**config.mk**
```make
export PLATFORM = sky130hd
export DESIGN_NAME = pu_alu_arb
export DESIGN_NICKNAME = d
export VERILOG_FILES = /design/src/rtl/pu_alu_arb.sv
export SDC_FILE = /design/constraint.sdc
export NUM_CORES = 1
export LEC_CHECK = 0
export CAP_MARGIN = 20
export CORE_AREA = 5 5 190 192
export DETAILED_ROUTE_END_ITERATION = 6
export DIE_AREA = 0 0 195 197
export PLACE_DENSITY = 0.92
export SYNTH_ARGS = -nofsm -noshare
export SYNTH_HDL_FRONTEND = slang
export SYNTH_SLANG_ARGS = --single-unit
export TNS_END_PERCENT = 10
```
**constraint.sdc**
```tcl
create_clock -name clk -period 4.7 [get_ports clk]
set_input_delay 0.94 -clock clk [delete_from_list [all_inputs] [get_ports clk]]
set_output_delay 0.94 -clock clk [all_outputs]
set_load 0.02 [all_outputs]
```
**src/rtl/pu_alu_arb.sv**
```systemverilog
// pu_alu_arb: round-robin arbiter and two-stage issue pipeline sharing one
// integer ALU among NUM_REQ requesters, with a single tagged response port.
//
// Ports:
//   clk, rst                 clock, synchronous active-high reset
//   req_valid / req_ready    per-requester handshake (req_ready is one-hot or 0)
//   req_use_imm, req_imm     second-operand select and immediate, slice i = requester i
//   req_rs1, req_rs2         register operands
//   req_funct3, req_funct5   ALU op select / modifier (funct5[3]: sub / arithmetic shift)
//   rsp_valid / rsp_ready    response handshake
//   rsp_id, rsp_data         issuing requester and ALU result
//
// Build options:
//   PU_ALU_ARB_PERF_EN  adds perf_op_cnt (response handshakes) and
//                       perf_stall_cnt (cycles with rsp_valid & !rsp_ready).
//   PU_WIDTH_NBITS      default immediate/result width (32 if not defined).

`ifndef PU_WIDTH_NBITS
`define PU_WIDTH_NBITS 32
`endif

module pu_alu_arb #(
  parameter int NUM_REQ   = 4,
  parameter int ID_NBITS  = $clog2(NUM_REQ),
  parameter int RF_WIDTH  = 32,
  parameter int IN_WIDTH  = `PU_WIDTH_NBITS,
  parameter int OUT_WIDTH = `PU_WIDTH_NBITS
) (
  input  logic                          clk,
  input  logic                          rst,
  input  logic [NUM_REQ-1:0]            req_valid,
  output logic [NUM_REQ-1:0]            req_ready,
  input  logic [NUM_REQ-1:0]            req_use_imm,
  input  logic [NUM_REQ*IN_WIDTH-1:0]   req_imm,
  input  logic [NUM_REQ*RF_WIDTH-1:0]   req_rs1,
  input  logic [NUM_REQ*RF_WIDTH-1:0]   req_rs2,
  input  logic [NUM_REQ*3-1:0]          req_funct3,
  input  logic [NUM_REQ*5-1:0]          req_funct5,
  output logic                          rsp_valid,
  input  logic                          rsp_ready,
  output logic [ID_NBITS-1:0]           rsp_id,
  output logic [OUT_WIDTH-1:0]          rsp_data
`ifdef PU_ALU_ARB_PERF_EN
  ,
  output logic [31:0]                   perf_op_cnt,
  output logic [31:0]                   perf_stall_cnt
`endif
);

  localparam int SH_NBITS = $clog2(RF_WIDTH);

  logic                 s1_valid;
  logic [ID_NBITS-1:0]  s1_id;
  logic                 s1_use_imm;
  logic [IN_WIDTH-1:0]  s1_imm;
  logic [RF_WIDTH-1:0]  s1_rs1;
  logic [RF_WIDTH-1:0]  s1_rs2;
  logic [2:0]           s1_funct3;
  logic [4:0]           s1_funct5;

  logic                 s2_valid;
  logic [ID_NBITS-1:0]  s2_id;
  logic [OUT_WIDTH-1:0] s2_data;

  logic [ID_NBITS-1:0]  rr_ptr;
  logic [ID_NBITS-1:0]  arb_winner;
  logic [ID_NBITS-1:0]  scan_idx;
  logic                 arb_found;
  logic                 accept;
  logic                 s1_adv;
  logic                 s2_adv;

  logic [RF_WIDTH-1:0]  alu_b;
  logic [RF_WIDTH-1:0]  alu_res;
  logic [SH_NBITS-1:0]  shamt;

  // Only the sub/arith-shift bit of funct5 affects this ALU.
  logic                 unused_funct5;
  assign unused_funct5 = ^{s1_funct5[4], s1_funct5[2:0]};

  assign s2_adv = !s2_valid || rsp_ready;
  assign s1_adv = !s1_valid || s2_adv;
  assign accept = arb_found && s1_adv && !rst;

  // Search starts at rr_ptr; the index is folded back with one subtraction so
  // a non-power-of-two NUM_REQ never reaches an index >= NUM_REQ.
  always_comb begin
    arb_found  = 1'b0;
    arb_winner = '0;
    scan_idx   = '0;
    for (int k = 0; k < NUM_REQ; k++) begin
      if (int'(rr_ptr) + k >= NUM_REQ)
        scan_idx = ID_NBITS'(int'(rr_ptr) + k - NUM_REQ);
      else
        scan_idx = ID_NBITS'(int'(rr_ptr) + k);
      if (!arb_found && req_valid[scan_idx]) begin
        arb_found  = 1'b1;
        arb_winner = scan_idx;
      end
    end
  end

  always_comb begin
    req_ready = '0;
    if (accept) req_ready[arb_winner] = 1'b1;
  end

  always_comb begin
    alu_b   = s1_use_imm ? RF_WIDTH'($signed(s1_imm)) : s1_rs2;
    shamt   = alu_b[SH_NBITS-1:0];
    alu_res = '0;
    case (s1_funct3)
      3'b000: alu_res = s1_funct5[3] ? (s1_rs1 - alu_b) : (s1_rs1 + alu_b);
      3'b001: alu_res = s1_rs1 << shamt;
      3'b010: alu_res = RF_WIDTH'($signed(s1_rs1) < $signed(alu_b));
      3'b011: alu_res = RF_WIDTH'(s1_rs1 < alu_b);
      3'b100: alu_res = s1_rs1 ^ alu_b;
      3'b101: begin
        if (s1_funct5[3]) alu_res = $unsigned($signed(s1_rs1) >>> shamt);
        else              alu_res = s1_rs1 >> shamt;
      end
      3'b110: alu_res = s1_rs1 | alu_b;
      default: alu_res = s1_rs1 & alu_b;
    endcase
  end

  always_ff @(posedge clk) begin
    if (rst) begin
      rr_ptr     <= '0;
      s1_valid   <= 1'b0;
      s1_id      <= '0;
      s1_use_imm <= 1'b0;
      s1_imm     <= '0;
      s1_rs1     <= '0;
      s1_rs2     <= '0;
      s1_funct3  <= '0;
      s1_funct5  <= '0;
      s2_valid   <= 1'b0;
      s2_id      <= '0;
      s2_data    <= '0;
    end else begin
      if (accept) begin
        rr_ptr <= (arb_winner == ID_NBITS'(NUM_REQ-1)) ? '0 : arb_winner + 1'b1;
      end
      if (s1_adv) begin
        s1_valid <= accept;
        if (accept) begin
          s1_id      <= arb_winner;
          s1_use_imm <= req_use_imm[arb_winner];
          s1_imm     <= req_imm[arb_winner*IN_WIDTH +: IN_WIDTH];
          s1_rs1     <= req_rs1[arb_winner*RF_WIDTH +: RF_WIDTH];
          s1_rs2     <= req_rs2[arb_winner*RF_WIDTH +: RF_WIDTH];
          s1_funct3  <= req_funct3[arb_winner*3 +: 3];
          s1_funct5  <= req_funct5[arb_winner*5 +: 5];
        end
      end
      if (s2_adv) begin
        s2_valid <= s1_valid;
        if (s1_valid) begin
          s2_id   <= s1_id;
          s2_data <= OUT_WIDTH'(alu_res);
        end
      end
    end
  end

  assign rsp_valid = s2_valid;
  assign rsp_id    = s2_id;
  assign rsp_data  = s2_data;

`ifdef PU_ALU_ARB_PERF_EN
  always_ff @(posedge clk) begin
    if (rst) begin
      perf_op_cnt    <= '0;
      perf_stall_cnt <= '0;
    end else begin
      if (s2_valid && rsp_ready)  perf_op_cnt    <= perf_op_cnt + 32'd1;
      if (s2_valid && !rsp_ready) perf_stall_cnt <= perf_stall_cnt + 32'd1;
    end
  end
`endif

endmodule

```
Yosys cells after proc, flatten, opt, wreduce, memory -nomap -nowiden

Index checks and enable logic that the tools add are counted.

Output and inout port bits: 39
Register bits: 144
Word-level logic and storage cells: 101
Bits of input ports: 427

Bitwise logic cells: 3
Add/sub/neg operators: 10
Reduce and logical (&&, ||, !) cells: 17
Shift operators: 8
$mul: 2
$lt $le $gt $ge: 12
Mux-type cells: 30
Eq/ne operators: 7

Operator list:

| operator                                                             | number |
|---|---|
| 128-bit by 8-bit indexed part select with 32-bit output              | 3 |
| 32-bit one-hot mux with 7 select lines                               | 1 |
| 32-bit two-way mux                                                   | 3 |
| 32-bit < comparator                                                  | 2 |
| 32-bit adder                                                         | 1 |
| 32-bit AND                                                           | 1 |
| 32-bit OR                                                            | 1 |
| 32-bit by 5-bit << shifter with 32-bit output                        | 1 |
| 32-bit by 5-bit right shift with 32-bit output                       | 1 |
| 32-bit by 5-bit >>> shifter with 32-bit output                       | 1 |
| 32-bit subtractor                                                    | 1 |
| 32-bit XOR                                                           | 1 |
| 20-bit by 6-bit indexed part select with 4-bit output                | 1 |
| 2-bit two-way mux                                                    | 9 |
| 2-bit by 3-bit < comparator with 1-bit output, second input constant | 5 |
| 12-bit by 5-bit indexed part select with 3-bit output                | 1 |
| 1-bit binary-select mux with 2-bit select                            | 5 |
| 1-bit two-way mux                                                    | 10 |
| 3-bit == test, second input constant                                 | 3 |
| 3-bit >= comparator, second input constant                           | 3 |
| 2-bit by 1-bit subtractor with 2-bit output, second input constant   | 4 |
| 2-bit by 2-bit adder with 3-bit output, second input constant        | 2 |
| 3-bit by 2-bit == test with 1-bit output, second input constant      | 2 |
| 1-bit logical AND                                                    | 6 |
| other kinds (14)                                                     | 21 |

Depth between registers and ports, before layout

Depth after elaboration: 19
Depth in mapped cells: 18
Gate-level depth less buffers: 14

Least setup slack after synthesis

OpenSTA, ideal clock, no wires.

Path kind: reg2reg
Start point: reg s1_use_imm
End point: reg s2_data[30], in the netlist rsp_data[30]
Data required time: 4.614 ns
Buffers on the path: 4
Arrival: 4.041 ns
Stages on the path, launching flop included: 18
Library setup time: 0.086 ns
Clock period less this slack: 4.126 ns
Slack: 0.574 ns
Cell sequence: dfxtp_1 buf_6 mux2i_4 inv_4 buf_2 buf_2 buf_2 ha_1 fa_1 o21ba_2 o21a_1 nor4b_2 o21a_1 o21ai_0 or4_1 a31oi_1 o21ai_0 a211oi_1

Word-level cells in the longest chain between the ends: 4
Elaborated cells on any way between the ends: 12
Those cells by class: 2 x add/sub; 3 x shift; 4 x mux; 3 x bitwise

Ends and longest elaborated chain:

| item                                     | line     | text |
|---|---|---|
| start, declared                          | 54       | `logic s1_use_imm;` |
| start signal, assigned                   | 149      | `s1_use_imm <= req_use_imm[arb_winner];` |
| 32-bit two-way mux *                     | 109      | `alu_b = s1_use_imm ? RF_WIDTH'($signed(s1_imm)) : s1_rs2;` |
| 32-bit adder (tied with other cells)     | 113      | `3'b000: alu_res = s1_funct5[3] ? (s1_rs1 - alu_b) : (s1_rs1 + alu_b);` |
| 32-bit two-way mux (on tied branches)    | 113, 119 |  |
| 32-bit one-hot mux with 7 select lines * | 112      | `case (s1_funct3)` |
| end signal, assigned                     | 161      | `s2_data <= OUT_WIDTH'(alu_res);` |
| end, declared                            | 63       | `logic [OUT_WIDTH-1:0] s2_data;` |

Every way passes the cells marked *; elsewhere a longest branch is shown, timed or not.
A chain may end at the register's enable or synchronous reset.

Final worst setup path

Start point: reg s1_use_imm
End point: reg s2_data[26], in the netlist rsp_data[26]

The elaborated chain is that of the path after synthesis.

==> impl_metrics.prom <==
# TYPE chip_impl_metric gauge
chip_impl_metric{name="post-route-drc-count",unit=""} 0
chip_impl_metric{name="total_leakage_power",unit="nW"} 9.99
chip_impl_info{name="worst_hold_path_type",value="reg -> reg"} 1
chip_impl_info{name="critical_path.startpoint_type",value="register"} 1
chip_impl_metric{name="timing_max_transition_violations_final",unit=""} 0
chip_impl_metric{name="grt_use_total",unit=""} 0.452
chip_impl_metric{name="post-route-util",unit=""} 0.677
chip_impl_info{name="ctsRootBufferMaster",value="sky130_fd_sc_hd__clkbuf_16"} 1
chip_impl_metric{name="placementRows",unit=""} 68
chip_impl_metric{name="dpl_cell_area",unit="sq mm"} 0.0226
chip_impl_metric{name="setup-tns-final",unit="ps"} 0
chip_impl_metric{name="pin_count",unit=""} 466
chip_impl_metric{name="cp.arrival",unit="ps"} 4840
chip_impl_metric{name="first_global_vias",unit=""} 21600
chip_impl_metric{name="max_slew_margin",unit=""} 0.140
chip_impl_metric{name="count_of_endpoints_failing_setup_in_the_final_report",unit=""} 0
chip_impl_metric{name="grt_max_degree",unit=""} 168
chip_impl_metric{name="finalCritPeriodShare",unit=""} 0.953
chip_impl_info{name="synth_common_cells",value="546 x sky130_fd_sc_hd__nand2_1, 170 x sky130_fd_sc_hd__a21oi_1, 168 x sky130_fd_sc_hd__nor2_1"} 1
chip_impl_metric{name="detailroute.via_count",unit=""} 22700
chip_impl_metric{name="synth_top_area_frac",unit=""} 0.164
chip_impl_metric{name="asyncSetResetFlopFracSynth",unit=""} 0
chip_impl_metric{name="clockBufferDepth",unit=""} 2
chip_impl_metric{name="num-nets-final",unit=""} 3494
chip_impl_metric{name="grt_remaining_overflow",unit=""} 0
chip_impl_metric{name="max-cap-violations",unit=""} 0
chip_impl_metric{name="area_growth",unit="%"} 34.4
chip_impl_metric{name="post-place-ws",unit="ps"} 160
chip_impl_metric{name="power.net_switching",unit="mW"} 4.90
chip_impl_metric{name="required",unit="ps"} 5060
chip_impl_metric{name="gr-usage-met2",unit=""} 0.699
chip_impl_metric{name="numClockSinks",unit=""} 141
chip_impl_metric{name="synth.distinct_cells",unit=""} 80
chip_impl_info{name="end_kind",value="register"} 1
chip_impl_metric{name="number_of_antenna_violations_at_the_first_check_in_global_routing",unit=""} 10
chip_impl_metric{name="ys_warn_count",unit=""} 0
chip_impl_info{name="yosysMostFrequentCell",value="sky130_fd_sc_hd__nand2_1"} 1
chip_impl_metric{name="syn_nets",unit=""} 3097
chip_impl_info{name="grt-busiest-layer",value="met2"} 1
chip_impl_metric{name="total_cts_buffers",unit=""} 17
chip_impl_metric{name="clock.fmax",unit="GHz"} 0.223
chip_impl_metric{name="htree_num_levels",unit=""} 4
chip_impl_metric{name="worst_hold_slack",unit="ps"} 456
chip_impl_metric{name="timing.critical_path.fanout_max",unit=""} 18
chip_impl_info{name="synth_flop_cell",value="sky130_fd_sc_hd__dfxtp_1"} 1
chip_impl_metric{name="area.sequential",unit="sq mm"} 0.00283
chip_impl_metric{name="drt_pass1_iterations",unit=""} 6
chip_impl_metric{name="fillCellCount",unit=""} 2810
chip_impl_metric{name="fin_skew",unit="ps"} 20.8
chip_impl_metric{name="worstSkewPairLatency",unit="ps"} 470
chip_impl_metric{name="routed_wirelength",unit="microns"} 92400
chip_impl_metric{name="layout.cells.non_filler",unit=""} 3416
chip_impl_metric{name="place.port_buffers",unit=""} 449
chip_impl_metric{name="area_of_combinational_cells_with_multiple_inputs",unit="sq mm"} 0.0133
chip_impl_metric{name="die_w",unit="microns"} 195
chip_impl_info{name="yosys-top-cells-area",value="sky130_fd_sc_hd__dfxtp_1 16%, sky130_fd_sc_hd__nand2_1 12%, sky130_fd_sc_hd__mux2i_1 9.5%"} 1
chip_impl_metric{name="avgSynthCellArea",unit="sq um"} 6.77
chip_impl_info{name="grt_setup_unrepaired",value="no"} 1
chip_impl_info{name="run_status",value="completed"} 1
chip_impl_metric{name="syn-instance-count",unit=""} 2545
chip_impl_metric{name="vdd.ir_drop.worst",unit="mV"} 0.295
chip_impl_metric{name="grt_util_met1",unit=""} 0.570
chip_impl_metric{name="detail_route.iter0.violations",unit=""} 3495
chip_impl_metric{name="cts_hold_repair.buffers",unit=""} 0
chip_impl_metric{name="fin_ws",unit="ps"} 221
chip_impl_metric{name="p_int",unit="mW"} 4.62
chip_impl_info{name="cts_tree",value="yes"} 1
chip_impl_metric{name="die_area",unit="sq mm"} 0.0384
chip_impl_metric{name="initial_core_util",unit=""} 0.504
chip_impl_metric{name="gp_routability_congestion",unit=""} 1.08
chip_impl_metric{name="clkSlewWorstSetupHoldPaths",unit="ps"} 80
chip_impl_metric{name="worst_slew_pin_slew",unit="ps"} 1280
chip_impl_metric{name="tmin_final",unit="ps"} 4480
chip_impl_metric{name="finish.instance_area",unit="sq mm"} 0.0232
chip_impl_metric{name="dp_hpwl",unit="microns"} 71100
chip_impl_metric{name="edff_count_synth",unit=""} 0
chip_impl_metric{name="totalPowerFinal",unit="mW"} 9.52
chip_impl_metric{name="part_of_the_total_power_dissipated_in_the_clock_network",unit=""} 0.150
chip_impl_metric{name="synth.ff_latch_count",unit=""} 141
chip_impl_metric{name="route.detailed.wl_per_inst",unit="microns"} 27.0
chip_impl_metric{name="postRouteAntennaNets",unit=""} 0
chip_impl_metric{name="postCtsSetupRepairBufs",unit=""} 0
chip_impl_metric{name="layout-drive-gt1-share",unit=""} 0.0866
chip_impl_metric{name="placed_cells_incl_taps",unit=""} 3378
chip_impl_metric{name="grt_pass1_wl",unit="microns"} 134000
chip_impl_metric{name="design.core.area",unit="sq mm"} 0.0342
chip_impl_metric{name="timing.final.hold_violations",unit=""} 0
chip_impl_metric{name="avgViaCountPerCell",unit=""} 6.66
chip_impl_info{name="synth_top_area_cell",value="sky130_fd_sc_hd__dfxtp_1"} 1
chip_impl_info{name="worst-setup-path-type",value="reg -> reg"} 1
chip_impl_metric{name="logic_pwr_share",unit=""} 0.671
chip_impl_metric{name="grtUsageMet3",unit=""} 0.146
chip_impl_metric{name="switching_share",unit=""} 0.515
chip_impl_metric{name="seqPwrFrac",unit=""} 0.180
chip_impl_metric{name="die_height",unit="microns"} 197
chip_impl_metric{name="synth.yosys.seq_area_share",unit=""} 0.164
chip_impl_metric{name="pwr_density_cell",unit="mW/mm^2"} 411
chip_impl_metric{name="mappedNetlistArea",unit="sq mm"} 0.0172
[power groups by stage]
stage	sequential, mW	combinational (mW)	clock [mW]
after floorplan	1.65	3.71	0
after global placement	1.70	5.98	0
after detailed placement	1.71	6.07	0
after CTS	1.69	6.11	1.42
after global routing	1.72	6.70	1.47
final	1.71	6.39	1.43
[cell type report]
cell class	count	share of cell area
multi-input cells	2095	0.573
repair buffers	576	0.237
flip-flops and latches	141	0.122
well taps	455	0.0246
clock buffers	17	0.0184
inverters	111	0.0183
clock inverters	15	0.00665
diodes	6	0.000648
[registers in the layout, summed over array words and instances (netlist names)]
register,count
s1_funct3,3
s1_rs1,32
rsp_data,32
rr_ptr,2
s1_id,2
s1_rs2,32
s1_imm,32
rsp_id,2
s1_use_imm,1
s1_valid,1
s1_funct5,1
rsp_valid,1
[repair_timing]
action	in CTS	in global routing
hold endpoints to repair	0	0
setup endpoints to repair	0	2
resized for setup	0	2
[worst max-delay path: stages (launching register included)]
cell,delay (ps)
sky130_fd_sc_hd__dfxtp_2,430
sky130_fd_sc_hd__buf_4,210
sky130_fd_sc_hd__buf_4,350
sky130_fd_sc_hd__mux2i_1,410
sky130_fd_sc_hd__ha_1,370
sky130_fd_sc_hd__or3_1,450
sky130_fd_sc_hd__a211oi_1,350
sky130_fd_sc_hd__or4b_2,250
sky130_fd_sc_hd__o21ai_1,200
sky130_fd_sc_hd__nor4_1,310
sky130_fd_sc_hd__buf_4,170
sky130_fd_sc_hd__mux2_2,320
sky130_fd_sc_hd__a211oi_1,340
sky130_fd_sc_hd__buf_4,170
sky130_fd_sc_hd__o21ai_1,50
[layout by cell type (no fill, tap or decap), types with 14 or more instances in the layout]
master,instances
sky130_fd_sc_hd__nand2_1,546
sky130_fd_sc_hd__clkdlybuf4s50_1,448
sky130_fd_sc_hd__a21oi_1,170
sky130_fd_sc_hd__nor2_1,166
sky130_fd_sc_hd__mux2i_1,161
sky130_fd_sc_hd__dfxtp_1,138
sky130_fd_sc_hd__o21ai_0,137
sky130_fd_sc_hd__nand3_1,126
sky130_fd_sc_hd__buf_4,124
sky130_fd_sc_hd__ha_1,123
sky130_fd_sc_hd__inv_1,105
sky130_fd_sc_hd__and3_1,63
sky130_fd_sc_hd__a311oi_1,56
sky130_fd_sc_hd__a31o_2,48
sky130_fd_sc_hd__nor3_1,41
sky130_fd_sc_hd__o31ai_1,37
sky130_fd_sc_hd__a211oi_1,32
sky130_fd_sc_hd__o22ai_1,31
sky130_fd_sc_hd__xnor2_1,30
sky130_fd_sc_hd__o211ai_1,28
sky130_fd_sc_hd__nor2b_1,19
sky130_fd_sc_hd__a221oi_1,17
sky130_fd_sc_hd__clkbuf_16,17
sky130_fd_sc_hd__a22oi_1,15
sky130_fd_sc_hd__a21o_1,14
sky130_fd_sc_hd__a31oi_1,14
[final timing paths]
kind                                   start      endpoint  slack [ps]  depth (start not counted)
worst max-delay path              s1_use_imm  rsp_data[26]         220                         14
worst min-delay path            rsp_data[15]  rsp_data[15]         460                          2
worst max register to register    s1_use_imm  rsp_data[26]         220                         14
worst min register to register  rsp_data[15]  rsp_data[15]         460                          2
[kinds of logic after synthesis]
group / count (synthesis) / share of synthesized area
AOI/OAI and AO/OA: 710 / 0.277
DFF: 141 / 0.164
buffers and inverters: 309 / 0.0702
xor gates and xnor gates: 42 / 0.0213
muxes: 179 / 0.112
adders and majority gates: 125 / 0.0916
and+or+nand+nor: 1039 / 0.264
[per-layer routing]
metal  routed length [microns]  up-vias
met1                     33900    10600
met3                     12600      374
li1                          -     9953
met5                        96        -
met4                      5530       12
met2                     40300     1768
Note: power is estimated with default switching activity, not from simulation.
